--- src/rtl/imem_arbiter.sv ---
// Arbiter sharing one single-port instruction RAM between fetch (read-only) and loader (read/write).
// Holds fetch off in BOOT until boot_done, then round-robins with a starvation guard.
module imem_arbiter #(
  parameter int ADDR_W   = 8,
  parameter int MAX_WAIT = 4,
  parameter bit BOOT_EN  = 1'b1
) (
  input  logic              clk,
  input  logic              rst_n,
  input  logic              f_req,
  input  logic [31:0]       f_addr,
  output logic              f_gnt,
  output logic              f_rvalid,
  output logic [31:0]       f_rdata,
  output logic              f_err,
  output logic              f_hold,
  input  logic              l_req,
  input  logic              l_we,
  input  logic [31:0]       l_addr,
  input  logic [31:0]       l_wdata,
  output logic              l_gnt,
  output logic              l_rvalid,
  output logic [31:0]       l_rdata,
  output logic              l_err,
  input  logic              boot_done,
  output logic              mem_en,
  output logic              mem_we,
  output logic [ADDR_W-1:0] mem_addr,
  output logic [31:0]       mem_wdata,
  input  logic [31:0]       mem_rdata
);
  localparam logic [0:0] ST_BOOT = 1'b0;
  localparam logic [0:0] ST_RUN  = 1'b1;
  localparam int CW = $clog2(MAX_WAIT + 1);
  localparam logic [CW-1:0] WAIT_MAX = CW'(MAX_WAIT);

  logic [0:0]    state;
  logic          last_l;
  logic [CW-1:0] f_wait;
  logic [CW-1:0] l_wait;
  logic          resp_valid;
  logic          resp_loader;
  logic          resp_err;
  logic          resp_rd;
  logic          f_sel;
  logic          l_sel;
  logic          f_mis;
  logic          l_mis;
  logic [31:0]   sel_addr;

  assign f_mis = (f_addr[1:0] != 2'b00);
  assign l_mis = (l_addr[1:0] != 2'b00);

  // Grant decision; everything is forced quiet while reset is asserted.
  always_comb begin
    f_sel = 1'b0;
    l_sel = 1'b0;
    if (rst_n) begin
      if (state == ST_BOOT) begin
        l_sel = l_req;
      end else if (f_req && l_req) begin
        if (f_wait == WAIT_MAX && l_wait != WAIT_MAX) f_sel = 1'b1;
        else if (l_wait == WAIT_MAX && f_wait != WAIT_MAX) l_sel = 1'b1;
        else if (last_l) f_sel = 1'b1;
        else l_sel = 1'b1;
      end else begin
        f_sel = f_req;
        l_sel = l_req;
      end
    end
  end

  assign sel_addr  = l_sel ? l_addr : f_addr;
  assign f_gnt     = f_sel;
  assign l_gnt     = l_sel;
  assign mem_en    = f_sel | l_sel;
  assign mem_we    = l_sel & l_we & ~l_mis;
  assign mem_addr  = mem_en ? sel_addr[ADDR_W+1:2] : '0;
  assign mem_wdata = l_sel ? l_wdata : 32'h0;
  assign f_hold    = rst_n ? (state == ST_BOOT) : BOOT_EN;

  always_ff @(posedge clk) begin
    if (!rst_n) begin
      state       <= BOOT_EN ? ST_BOOT : ST_RUN;
      last_l      <= 1'b0;
      f_wait      <= '0;
      l_wait      <= '0;
      resp_valid  <= 1'b0;
      resp_loader <= 1'b0;
      resp_err    <= 1'b0;
      resp_rd     <= 1'b0;
    end else begin
      if (state == ST_BOOT && boot_done) state <= ST_RUN;
      if (f_sel) last_l <= 1'b0;
      else if (l_sel) last_l <= 1'b1;

      if (state == ST_BOOT || !f_req || f_sel) f_wait <= '0;
      else if (f_wait != WAIT_MAX) f_wait <= f_wait + CW'(1);

      if (!l_req || l_sel) l_wait <= '0;
      else if (l_wait != WAIT_MAX) l_wait <= l_wait + CW'(1);

      resp_valid  <= mem_en;
      resp_loader <= l_sel;
      resp_err    <= l_sel ? l_mis : (f_sel & f_mis);
      resp_rd     <= (f_sel & ~f_mis) | (l_sel & ~l_we & ~l_mis);
    end
  end

  // Response path: data only for aligned reads, zero for write acks and errors.
  assign f_rvalid = rst_n & resp_valid & ~resp_loader;
  assign l_rvalid = rst_n & resp_valid & resp_loader;
  assign f_err    = f_rvalid & resp_err;
  assign l_err    = l_rvalid & resp_err;
  assign f_rdata  = (f_rvalid & resp_rd) ? mem_rdata : 32'h0;
  assign l_rdata  = (l_rvalid & resp_rd) ? mem_rdata : 32'h0;
endmodule

--- config.mk ---
export PLATFORM = sky130hd
export DESIGN_NAME = imem_arbiter
export DESIGN_NICKNAME = d
export VERILOG_FILES = /design/src/rtl/imem_arbiter.sv
export SDC_FILE = /design/constraint.sdc
export NUM_CORES = 1
export LEC_CHECK = 0
export CORE_AREA = 2 2 95 97
export CTS_CLUSTER_SIZE = 40
export DETAILED_ROUTE_END_ITERATION = 10
export DIE_AREA = 0 0 97 99
export PLACE_DENSITY = 0.65
export SLEW_MARGIN = 20
export SYNTH_ARGS = -nofsm -noshare
export SYNTH_HDL_FRONTEND = slang
export SYNTH_SLANG_ARGS = --single-unit
export TNS_END_PERCENT = 5
--- constraint.sdc ---
create_clock -name clk -period 2.3 [get_ports clk]
set_input_delay 0.575 -clock clk [delete_from_list [all_inputs] [get_ports clk]]
set_output_delay 0.575 -clock clk [all_outputs]
set_load 0.02 [all_outputs]
==> impl_metrics.py <==
metrics = {
    "run_status": {
        "outcome": "finished with violations",
        "failed_checks": "negative setup slack",
    },
    "setup_path": {
        "max_stage_delay_ns": 0.32,
        "critical-path-top-delay-family": "compound AO/OA/AOI/OAI gates",
        "slowest_stage_cell_crit_path": "sky130_fd_sc_hd__dfxtp_2",
        "crit_required_ns": 1.73,
        "critical_path.startpoint_type": "flop",
        "worst_setup_path_end_kind": "output port",
        "worst-endpoint-arrival_ns": 1.83,
        "timing.critical_path.fanout_max": 7,
        "criticalPathCategory": "reg -> out",
        "critical_path.n_buffers_inverters": 4,
        "cells_along_the_critical_path": "inv_2 > ha_4 > nand3_2 > a311o_1 > nand3_4 > buf_12 > inv_4 > a22o_1 > buf_6",
    },
    "clock_network": {
        "cts.clk_slew.worst_paths_ns": 0.06,
        "clock_sink_count": 12,
        "maximum_level_of_the_cts_h_tree": 1,
        "hold_buffer_count_at_cts": 0,
        "cts.path.max_buffers": 2,
        "worst_skew_pair.late_latency_ns": 0.24,
        "cts_tree": "yes",
        "root_buffer": "sky130_fd_sc_hd__clkbuf_8",
        "numCtsBuffers": 3,
    },
    "floorplan": {
        "floorplan.core_area_sq_mm": 0.00855,
        "initial_utilization": 0.156,
        "number_of_placed_i_o_pins": 247,
        "die_height_um": 99,
        "width_of_the_die_um": 97,
        "fp.dieArea_sq_mm": 0.00960,
        "row_count": 34,
    },
    "grt": {
        "grt_usage": 0.141,
        "remaining_overflow_grt": 0,
        "grt_start_max_net_pins": 65,
        "grt_pass1_wl_um": 11100,
        "via_count_of_the_first_global_routing_pass": 2234,
        "number_of_antenna_violations_at_the_first_check_in_global_routing": 0,
    },
    "detailed_routing": {
        "wire_per_inst_um": 14.5,
        "finalWirelength_um": 7450,
        "drt_pre_antenna_iters": 4,
        "wl_met2_um": 4090,
        "routed_via_density": 4.31,
        "antenna_violating_nets_post_route": 0,
        "route.top_layer_used": "met4",
        "drt_iter0_drc": 72,
        "met3_wl_um": 637,
        "via_count": 2217,
        "post-route-drc-count": 0,
        "m1WireLength_um": 2570,
    },
    "timing": {
        "worst_pin_slew_ns": 0.221,
        "postLayoutSetupSlackWorst_ns": -0.105,
        "final_skew_ns": 0.00348,
        "hold_slack_ns": 0.508,
        "min_period_over_period": 1.05,
        "setup_violations": 41,
        "max_freq_ghz": 0.416,
        "timing_hold_violations_final": 0,
        "layout_min_cycle_time_ns": 2.40,
        "timing.final.max_slew_violations": 0,
        "slew_headroom": 0.852,
        "rsz_0062_raised_after_global_routing": "true",
    },
    "placed_design": {
        "global_placement_routability_congestion": 0.801,
        "place_hpwl_um": 5800,
        "placement.cell_area_sq_mm": 0.00360,
        "port-buffer-count": 202,
        "detailedPlace.worstSlack_ns": -0.896,
    },
    "final_layout": {
        "commonest_cells_after_routing_fill_and_taps_aside": "87 x sky130_fd_sc_hd__clkdlybuf4s50_1, 64 x sky130_fd_sc_hd__and3_1, 57 x sky130_fd_sc_hd__clkbuf_2, 28 x sky130_fd_sc_hd__and2_1, 26 x sky130_fd_sc_hd__buf_2",
        "layout.cell_area.non_filler_sq_mm": 0.00341,
        "layout.core_utilization": 0.399,
        "area_growth_syn_to_layout_pct": 156,
        "most_common_cell_after_layout_fill_and_taps_aside": "sky130_fd_sc_hd__clkdlybuf4s50_1",
        "drive_above_1_share": 0.406,
        "design.final.nets": 545,
        "antenna_cells_inserted": 0,
    },
    "logic_synthesis": {
        "netlist_area_sq_mm": 0.00133,
        "synth_seq_cells": 12,
        "yosysUniqueCellTypes": 27,
        "area_leader_netlist": "sky130_fd_sc_hd__and3_1",
        "postSynthAreaPerCell_sq_um": 6.93,
        "area_share_of_the_largest_cell_type_after_synthesis": 0.310,
        "portion_of_the_post_synthesis_area_used_by_sequential_elements": 0.180,
        "synthesis.yosys.warnings": 0,
        "synth_nets": 330,
        "syn-instance-count": 192,
        "synth_top_cells_by_area": "sky130_fd_sc_hd__and3_1 31%, sky130_fd_sc_hd__dfxtp_1 18%, sky130_fd_sc_hd__and2_1 16%",
    },
    "power_and_ir_drop": {
        "report.power.total_uw": 857,
        "power.density_mw_per_mm2": 251,
        "irDropWorstVdd_mv": 0.166,
        "leakage_nw": 1.86,
    },
    "flow_run": {
        "cap_violations": 0,
    },
    "min_path": {
        "hold_path.class": "reg -> reg",
    },
}
Yosys cell counts:
master and count:
sky130_fd_sc_hd__nand3b_1 1, sky130_fd_sc_hd__mux2i_1 1, sky130_fd_sc_hd__ha_1 4, sky130_fd_sc_hd__dfxtp_1 12, sky130_fd_sc_hd__a22o_1 8, sky130_fd_sc_hd__nand2_1 8
sky130_fd_sc_hd__buf_2 3, sky130_fd_sc_hd__a21oi_1 4, sky130_fd_sc_hd__nor2_1 6, sky130_fd_sc_hd__and2_1 34, sky130_fd_sc_hd__inv_1 7, sky130_fd_sc_hd__o21ai_0 1
sky130_fd_sc_hd__nor2b_1 2, sky130_fd_sc_hd__xnor2_1 2, sky130_fd_sc_hd__inv_2 1, sky130_fd_sc_hd__a32o_1 1, sky130_fd_sc_hd__or3b_1 1, sky130_fd_sc_hd__buf_6 1
sky130_fd_sc_hd__a311o_1 1, sky130_fd_sc_hd__nand3_1 4, sky130_fd_sc_hd__clkbuf_1 16, sky130_fd_sc_hd__and3_1 66, sky130_fd_sc_hd__o2bb2ai_1 1, sky130_fd_sc_hd__nand3_2 1
sky130_fd_sc_hd__a31o_2 1, sky130_fd_sc_hd__o21a_1 1, sky130_fd_sc_hd__nor3_1 4
through the flow:
| stage | setup TNS (ns) | cells |
|---|---|---|
| finish | -2.78 | 514 |
| global route | -5.69 | 514 |
| CTS | -7.01 | 514 |
| detailed placement | -80.28 | 503 |
| global placement | -78.36 | 503 |
| floorplan | 0 | 192 |
registers in the layout, indices dropped and copies added, names as in the netlist:
name         cells
resp_err         1
last_l           1
resp_loader      1
state            1
l_wait           3
f_wait           3
resp_valid       1
resp_rd          1
worst paths after layout:
kind | from | end | slack [ns] | cells past startpoint
setup reg to reg | f_wait[0] | f_wait[2] | 0.62 | 9
hold reg to reg | last_l | last_l | 0.51 | 2
setup / recovery | f_wait[1] | mem_addr[2] | -0.10 | 9
hold / removal | last_l | last_l | 0.51 | 2
report_power, final:
| part | total [mW] | switching (mW) | internal (mW) |
|---|---|---|---|
| combinational | 0.400 | 0.164 | 0.236 |
| clock | 0.236 | 0.0844 | 0.151 |
| sequential | 0.221 | 0.00558 | 0.216 |
logic make-up (layout without fill, tap and decap cells):
family,Yosys count,count (layout),share of synthesized area
AO/OA/AOI/OAI,18,18,0.105
XOR/XNOR,2,2,0.0132
adder cells (fa/ha/maj),4,4,0.0376
buffers and inverters,28,242,0.0874
flip-flops,12,12,0.180
multiplexers,1,1,0.00752
AND/OR/NAND/NOR,127,127,0.569
routing by layer:
layer | up-vias | global-route usage
met5 | - | 0
met2 | 132 | 0.290
met1 | 983 | 0.136
met4 | 0 | 0.0488
met3 | 9 | 0.0326
li1 | 1093 | -
tightest hold or removal path, cell delays in order (launching register included):
cell	delay, ns
sky130_fd_sc_hd__dfxtp_1	0.34
sky130_fd_sc_hd__nand3_1	0.08
sky130_fd_sc_hd__nand2_1	0.05
final cells by class:
| class | instances | area (sq um) |
|---|---|---|
| clock buffers | 4 | 55.1 |
| fillers | 908 | 5140 |
| inverters | 8 | 37.5 |
| multi-input cells | 152 | 1050 |
| flip-flops and latches | 12 | 244 |
| well taps | 108 | 135 |
| repair buffers | 225 | 1850 |
| repair inverters | 5 | 41.3 |
what timing repair did:
item | 4_1_cts | 5_1_grt
gates resized for setup | 359 | 98
endpoints found under the setup margin | 113 | 109
setup buffers | 2 | 0
cloned | 5 | 0
pin swaps | 13 | 1
No activity file was read; power rests on OpenSTA's default activity.
